==> config.mk <==
export PLATFORM = sky130hd
export DESIGN_NAME = calc_entry_ctrl
export DESIGN_NICKNAME = d
export VERILOG_FILES = /design/src/rtl/calc_entry_ctrl.sv
export SDC_FILE = /design/constraint.sdc
export NUM_CORES = 1
export LEC_CHECK = 0
export CAP_MARGIN = 20
export CORE_MARGIN = 4
export CORE_UTILIZATION = 46
export DETAILED_ROUTE_END_ITERATION = 8
export PLACE_DENSITY = 0.8
export SLEW_MARGIN = 20
export SYNTH_ARGS = -nofsm -noshare
export SYNTH_HDL_FRONTEND = slang
export SYNTH_SLANG_ARGS = --single-unit
==> constraint.sdc <==
create_clock -name clk -period 2.16 [get_ports clk]
set_clock_uncertainty 0.05 [all_clocks]
set_input_delay 0.54 -clock clk [delete_from_list [all_inputs] [get_ports clk]]
set_output_delay 0.54 -clock clk [all_outputs]
set_load 0.03 [all_outputs]
==> src/rtl/calc_entry_ctrl.sv <==
// calc_entry_ctrl: operand-entry sequencer for the calculator.
// It walks the digit counter through A tens/ones, the operator and B tens/ones.
// It then starts the ALU, waits for its result (with a timeout) and holds the
// result for display until the user confirms or clears.
module calc_entry_ctrl #(
  parameter int TIMEOUT = 255
) (
  input  logic        clk,
  input  logic        reset,
  input  logic        btn_ok,
  input  logic        btn_clr,
  input  logic [3:0]  digit_in,
  input  logic        alu_done,
  input  logic [13:0] alu_result,
  input  logic        alu_err,
  output logic        cnt_clr,
  output logic [2:0]  state_o,
  output logic [6:0]  a_val,
  output logic [6:0]  b_val,
  output logic [1:0]  op,
  output logic        alu_start,
  output logic        busy,
  output logic [13:0] result_q,
  output logic        err
);

  typedef enum logic [2:0] {
    A_TENS = 3'd0,
    A_ONES = 3'd1,
    OP_SEL = 3'd2,
    B_TENS = 3'd3,
    B_ONES = 3'd4,
    CALC   = 3'd5,
    SHOW   = 3'd6
  } state_t;

  // Last counter value before the timeout fires; the counter starts at 0 on CALC entry.
  localparam logic [7:0] TMO_LAST = 8'(TIMEOUT - 1);

  state_t      state_q, state_d;
  logic [3:0]  a_tens_q, a_tens_d;
  logic [3:0]  b_tens_q, b_tens_d;
  logic [7:0]  tmo_q, tmo_d;
  logic [6:0]  a_val_d, b_val_d;
  logic [1:0]  op_d;
  logic [13:0] result_d;
  logic        err_d;
  logic        cnt_clr_d;
  logic        alu_start_d;
  logic        busy_d;
  logic        digit_ok;
  logic        op_ok;

  assign state_o = state_q;

  // Next-state and next-register computation; clear has priority over every confirm.
  always_comb begin
    state_d     = state_q;
    a_tens_d    = a_tens_q;
    b_tens_d    = b_tens_q;
    tmo_d       = tmo_q;
    a_val_d     = a_val;
    b_val_d     = b_val;
    op_d        = op;
    result_d    = result_q;
    err_d       = err;
    cnt_clr_d   = 1'b0;
    alu_start_d = 1'b0;
    digit_ok    = (digit_in <= 4'd9);
    op_ok       = (digit_in <= 4'd3);

    if (btn_clr) begin
      state_d   = A_TENS;
      a_tens_d  = '0;
      b_tens_d  = '0;
      tmo_d     = '0;
      a_val_d   = '0;
      b_val_d   = '0;
      op_d      = '0;
      result_d  = '0;
      err_d     = 1'b0;
      cnt_clr_d = 1'b1;
    end else begin
      case (state_q)
        A_TENS: begin
          if (btn_ok && digit_ok) begin
            a_tens_d  = digit_in;
            state_d   = A_ONES;
            cnt_clr_d = 1'b1;
          end
        end
        A_ONES: begin
          if (btn_ok && digit_ok) begin
            a_val_d   = ({3'b000, a_tens_q} * 7'd10) + {3'b000, digit_in};
            state_d   = OP_SEL;
            cnt_clr_d = 1'b1;
          end
        end
        OP_SEL: begin
          if (btn_ok && op_ok) begin
            op_d      = digit_in[1:0];
            state_d   = B_TENS;
            cnt_clr_d = 1'b1;
          end
        end
        B_TENS: begin
          if (btn_ok && digit_ok) begin
            b_tens_d  = digit_in;
            state_d   = B_ONES;
            cnt_clr_d = 1'b1;
          end
        end
        B_ONES: begin
          if (btn_ok && digit_ok) begin
            b_val_d     = ({3'b000, b_tens_q} * 7'd10) + {3'b000, digit_in};
            state_d     = CALC;
            cnt_clr_d   = 1'b1;
            alu_start_d = 1'b1;
            tmo_d       = '0;
          end
        end
        CALC: begin
          if (alu_done) begin
            result_d = alu_result;
            err_d    = alu_err;
            state_d  = SHOW;
          end else if (tmo_q == TMO_LAST) begin
            result_d = '0;
            err_d    = 1'b1;
            state_d  = SHOW;
          end else begin
            tmo_d = tmo_q + 8'd1;
          end
        end
        SHOW: begin
          if (btn_ok) begin
            state_d   = A_TENS;
            a_tens_d  = '0;
            b_tens_d  = '0;
            tmo_d     = '0;
            a_val_d   = '0;
            b_val_d   = '0;
            op_d      = '0;
            result_d  = '0;
            err_d     = 1'b0;
            cnt_clr_d = 1'b1;
          end
        end
        default: begin
          // Illegal encoding: recover to a clean entry start.
          state_d  = A_TENS;
          a_tens_d = '0;
          b_tens_d = '0;
          tmo_d    = '0;
          a_val_d  = '0;
          b_val_d  = '0;
          op_d     = '0;
          result_d = '0;
          err_d    = 1'b0;
        end
      endcase
    end

    busy_d = (state_d == CALC);
  end

  // State and all output registers; asynchronous active-low reset clears everything.
  always_ff @(posedge clk or negedge reset) begin
    if (!reset) begin
      state_q   <= A_TENS;
      a_tens_q  <= '0;
      b_tens_q  <= '0;
      tmo_q     <= '0;
      a_val     <= '0;
      b_val     <= '0;
      op        <= '0;
      result_q  <= '0;
      err       <= 1'b0;
      cnt_clr   <= 1'b0;
      alu_start <= 1'b0;
      busy      <= 1'b0;
    end else begin
      state_q   <= state_d;
      a_tens_q  <= a_tens_d;
      b_tens_q  <= b_tens_d;
      tmo_q     <= tmo_d;
      a_val     <= a_val_d;
      b_val     <= b_val_d;
      op        <= op_d;
      result_q  <= result_d;
      err       <= err_d;
      cnt_clr   <= cnt_clr_d;
      alu_start <= alu_start_d;
      busy      <= busy_d;
    end
  end

endmodule

=== Word level (Yosys, flattened, before mapping) ===
Index checks and enable logic that the tools add are counted.
Widths: inputs -> output; s select.

* $add $sub $neg: 3
* Multiply operators: 2
* Div/mod/pow operators: 0
* Order comparisons: 2
* Eq/ne operators: 24
* Shift operators: 0
* Muxes and demuxes: 50
* Bitwise operators: 0
* Reduce and logical (&&, ||, !) cells: 18

{| class="wikitable"
|+ Operators with widths
! kind !! count
|-
| $mux 14 || 4
|-
| $pmux 14 s3 || 1
|-
| $pmux 7 s3 || 2
|-
| $mux 8 || 5
|-
| $mux 7 || 5
|-
| $pmux 8 s4 || 1
|-
| $reduce_or 5->1 || 6
|-
| $mux 3 || 9
|-
| $ne 3x3->1 const B || 8
|-
| $pmux 4 s3 || 2
|-
| $pmux 3 s7 || 1
|-
| $reduce_and 3->1 || 6
|-
| $mux 4 || 4
|-
| $add 7x4->7 || 2
|-
| $ne 2x1->1 const B || 7
|-
| $eq 3x3->1 const B || 4
|-
| $mul 4x3->6 const B || 2
|-
| $mux 1 || 10
|-
| $add 8x1->8 const B || 1
|-
| $eq 8x8->1 const B || 1
|-
| $reduce_or 4->1 || 2
|-
| $eq 3x2->1 const B || 2
|-
| $mux 2 || 3
|-
| $pmux 1 s3 || 2
|-
| 8 further kinds || 9
|}

* Register bits after elaboration: 53
* Bits in latches: 0
* Bits in writable memories: 0
* Bits in read-only memories: 0
* Output and inout bits: 37
* Word-level logic and storage cells: 111
* Memories kept: 0

=== Longest topological paths before layout ===
* Depth in word-level cells: 6
* Mapped depth: 7
* Gate-level depth less buffers: 7

=== Worst setup path before layout ===
OpenSTA, ideal clock, no wires.

* Path kind: reg-to-reg
* Start point: reg b_tens_q[1]
* End point: reg b_val[6]
* Library setup time: 121 ps
* Arrival: 1862 ps
* Required time: 1989 ps
* Path slack: 127 ps
* Cell stages (with the launch flop): 8
* Buffers on the path: 0
* Period minus slack after synthesis: 2033 ps
* Cells stage by stage: dfrtp_1 > ha_1 > ha_1 > inv_1 > fa_1 > nor3b_1 > xnor2_1 > a22o_1

* Longest elaborated chain between the ends: 5

{| class="wikitable"
|+ Ends and longest elaborated chain
! item !! line !! RTL
|-
| start, declared || 42 || <nowiki>logic [3:0] b_tens_q, b_tens_d;</nowiki>
|-
| start signal, assigned || 185 || <nowiki>b_tens_q <= b_tens_d;</nowiki>
|-
| $mul 4x3->6 || 115 || <nowiki>b_val_d = ({3'b000, b_tens_q} * 7'd10) + {3'b000, digit_in};</nowiki>
|-
| $add 7x4->7 || 115 ||
|-
| $mux 7 || 114 || <nowiki>if (btn_ok && digit_ok) begin</nowiki>
|-
| $pmux 7 s3 || 84 || <nowiki>case (state_q)</nowiki>
|-
| $mux 7 || 72 || <nowiki>if (btn_clr) begin</nowiki>
|-
| end signal, assigned || 188 || <nowiki>b_val <= b_val_d;</nowiki>
|-
| end, declared || 19 || <nowiki>output logic [6:0] b_val,</nowiki>
|}

Every way passes these cells. The select of a mux whose other input is x is not followed.
A chain may end at the register's enable or synchronous reset.

=== Worst setup path after layout ===
* Start point: reg state_q[1], in the netlist state_o[1]
* End point: out state_o[1]

{| class="wikitable"
|+ RTL lines
! item !! line !! RTL
|-
| start, declared || 40 || <nowiki>state_t state_q, state_d;</nowiki>
|-
| start signal, assigned || 183 || <nowiki>state_q <= state_d;</nowiki>
|-
| end, declared || 17 || <nowiki>output logic [2:0] state_o,</nowiki>
|}

No word-level cell between the ends.

==> metrics.txt <==
clock transition at the registers of the reported paths=100 ps; Tmin final=2100 ps; post-DP HPWL=5150 µm; P_leak=1.83 nW; Filler cells=446; site row count=28; max-slew violation count=0; Reg area=0.00133 mm²; highest clock rate=476 MHz; Synth top area share=46.5%; CP bufs+invs=1; worst ir drop on vdd=0.348 mV; worst slew pin tran=516 ps; core area=0.00596 mm²; crit path kind=flip-flop to output pin; P&R area growth vs syn=37.8%; Routed WL=7000 µm; Vert. Die Dim=86.7 µm; first-pass GRT wire length=11800 µm; antenna-violating nets left=0; detailed-route via count=2407; largest net degree at the start of global routing=33; routed wire length per instance=15.8 µm; Fin. Hold Viols=0; status=finished clean; Ports=61; Iteration-0 DRC Markers=126; Synth area leader=dfrtp_1; CTS tree=built; initial antenna violation count=0; Post-Syn Instances=272; Placer Congestion=0.876; final number of setup-violating endpoints=0; CP arrival=1510 ps; total power=2.06 mW; starting density of the core=47.9%; critical-path maximum fanout=7; Yosys cell types=47; # port buffers=60; most frequent cells in the layout=57 x clkdlybuf4s50_1, 53 x dfrtp_1, 38 x buf_4; Worst Setup End Kind=output pin; MaxCap Viol Count=0; grt total ovfl=0; layout cell share with drive strength beyond 1=16.9%; Skew-Pair Late Insertion Delay=310 ps; Hold Worst Slack=144 ps; n_diodes=0; Tightest Hold Check Type=input pin to asynchronous set/reset pin; Clock Sinks=53; multi-input logic area=0.00142 mm²; register bit total from synthesis=53; clock buffer count from CTS=5; sequential area share after synthesis=46.5%; number of global-route vias before repair=2490; placed cell count=432; slew margin rel.=65.6%; Primary FF master, synth=dfrtp_1; cell breakdown of the critical path=clkdlybuf4s50_1; CP top delay family=buffers and inverters; Post-synth ARST share=100%; die span in x=86.7 µm; pwr/cell area=525 mW/mm²; Post-Syn Area per Cell=10.5 µm²; slowest CP cell=clkdlybuf4s50_1; crit path launch type=flip-flop; CTS root buffer=clkbuf_8; DRC violations left=0; Syn Std Cell Area=0.00285 mm²; DRT Pass-1 Iters=4; clk buf depth=2; H-tree Lvls=2; period utilization=97.3%; yosys warns=0; Non-Filler Instances=442; nets=408; CP required=1570 ps; most common cell after layout, fill and taps aside=clkdlybuf4s50_1; top post-synthesis cells by area=dfrtp_1 47%, a22o_1 8.3%, ha_1 6.1%; max incr delay on CP=720 ps; syn_nets=314; DIE AREA=0.00752 mm²; number of synthesized flops with an enable pin=0; vias per cell=5.45; total track usage=19.7%
## cell type report
| cell class | count | area share [%] |
|---|---|---|
| Timing Repair Buffer | 100 | 23.2 |
| Multi-Input combinational cell | 189 | 36.1 |
| Sequential cell | 53 | 33.7 |
| Tap cell | 75 | 2.39 |
| Inverter | 17 | 1.62 |
| Clock inverter | 3 | 1.11 |
| Clock buffer | 5 | 1.75 |
## path summary, 6_finish.rpt
path	slack [ps]	start	cells past startpoint	endpoint
worst max-delay path	60	state_o[1]$_DFF_PN0_	1	state_o[1]
worst min-delay path	140	reset	1	tmo_q[5]$_DFFE_PN0P_
worst max register to register	80	b_tens_q[1]$_DFFE_PN0P_	7	b_val[6]$_DFFE_PN0P_
worst min register to register	450	b_val[0]$_DFFE_PN0P_	2	b_val[0]$_DFFE_PN0P_
max in group asynchronous	1380	reset	2	err$_DFFE_PN0P_
min in group clk	450	b_val[0]$_DFFE_PN0P_	2	b_val[0]$_DFFE_PN0P_
## cells by family after synthesis
logic type / count (synthesis) / synth area share, %
buffers and inverters: 30 / 4.30
adder cells (fa/ha/maj): 18 / 8.95
flip-flops: 53 / 46.5
AO/OA/AOI/OAI: 78 / 20.6
multiplexers: 8 / 2.85
XOR/XNOR: 10 / 3.07
AND/OR/NAND/NOR: 75 / 13.7
## per-layer routing
metal  wire length, µm  GRT usage, %  vias up  share of wire, %
met5                 0             0        -                 0
met4                97          5.52        0               1.4
met3               226          3.42        9               3.2
met2              3520          32.8       58                50
met1              3150          26.5     1171                45
li1                  -             -     1169                 -
## sequential cells by signal, summed over array words and instances (netlist names)
name / flops
err: 1
result_q: 14
a_val: 7
alu_start: 1
tmo_q: 8
state_o: 3
a_tens_q: 4
b_val: 7
op: 2
busy: 1
b_tens_q: 4
cnt_clr: 1
## metrics by stage
stage	instance area (µm²)	TNS [ps]	utilization, %	worst slack (ps)
after floorplan	2850	0	-	127
after global placement	3780	-6220	63.5	-282
after detailed placement	3780	-7260	63.5	-315
after CTS	3890	0	65.4	6.15
after global routing	3930	-8.52	66.0	-8.52
final	3930	0	66.0	59.3
## power breakdown
group          internal (mW)  switching (mW)
clock                  0.348           0.339
combinational          0.170           0.184
sequential              1.01          0.0131
total                   1.53           0.536
## synth_stat cells, types with 2 or more instances
cell	number
a21o_1	6
a21oi_1	12
a22o_1	27
and2_1	3
and3_1	4
buf_2	2
clkbuf_1	9
dfrtp_1	53
fa_1	4
ha_1	14
inv_1	17
mux2i_1	7
nand2_1	22
nand2b_1	3
nand3_1	13
nand4_1	3
nor2_1	11
nor2b_1	4
nor3b_1	3
o21a_1	2
o21ai_0	14
o31ai_1	5
or2_2	2
xnor2_1	8
xor2_1	2
## what timing repair did
item / in CTS / in global routing
hold buffers: 0 / 0
endpoints found under the setup margin: 7 / 3
gates cloned: 0 / 0
pin swaps: 0 / 1
resized for setup: 2 / 5
setup buffers: 0 / 2
Note: power is estimated with default switching activity, not from simulation.
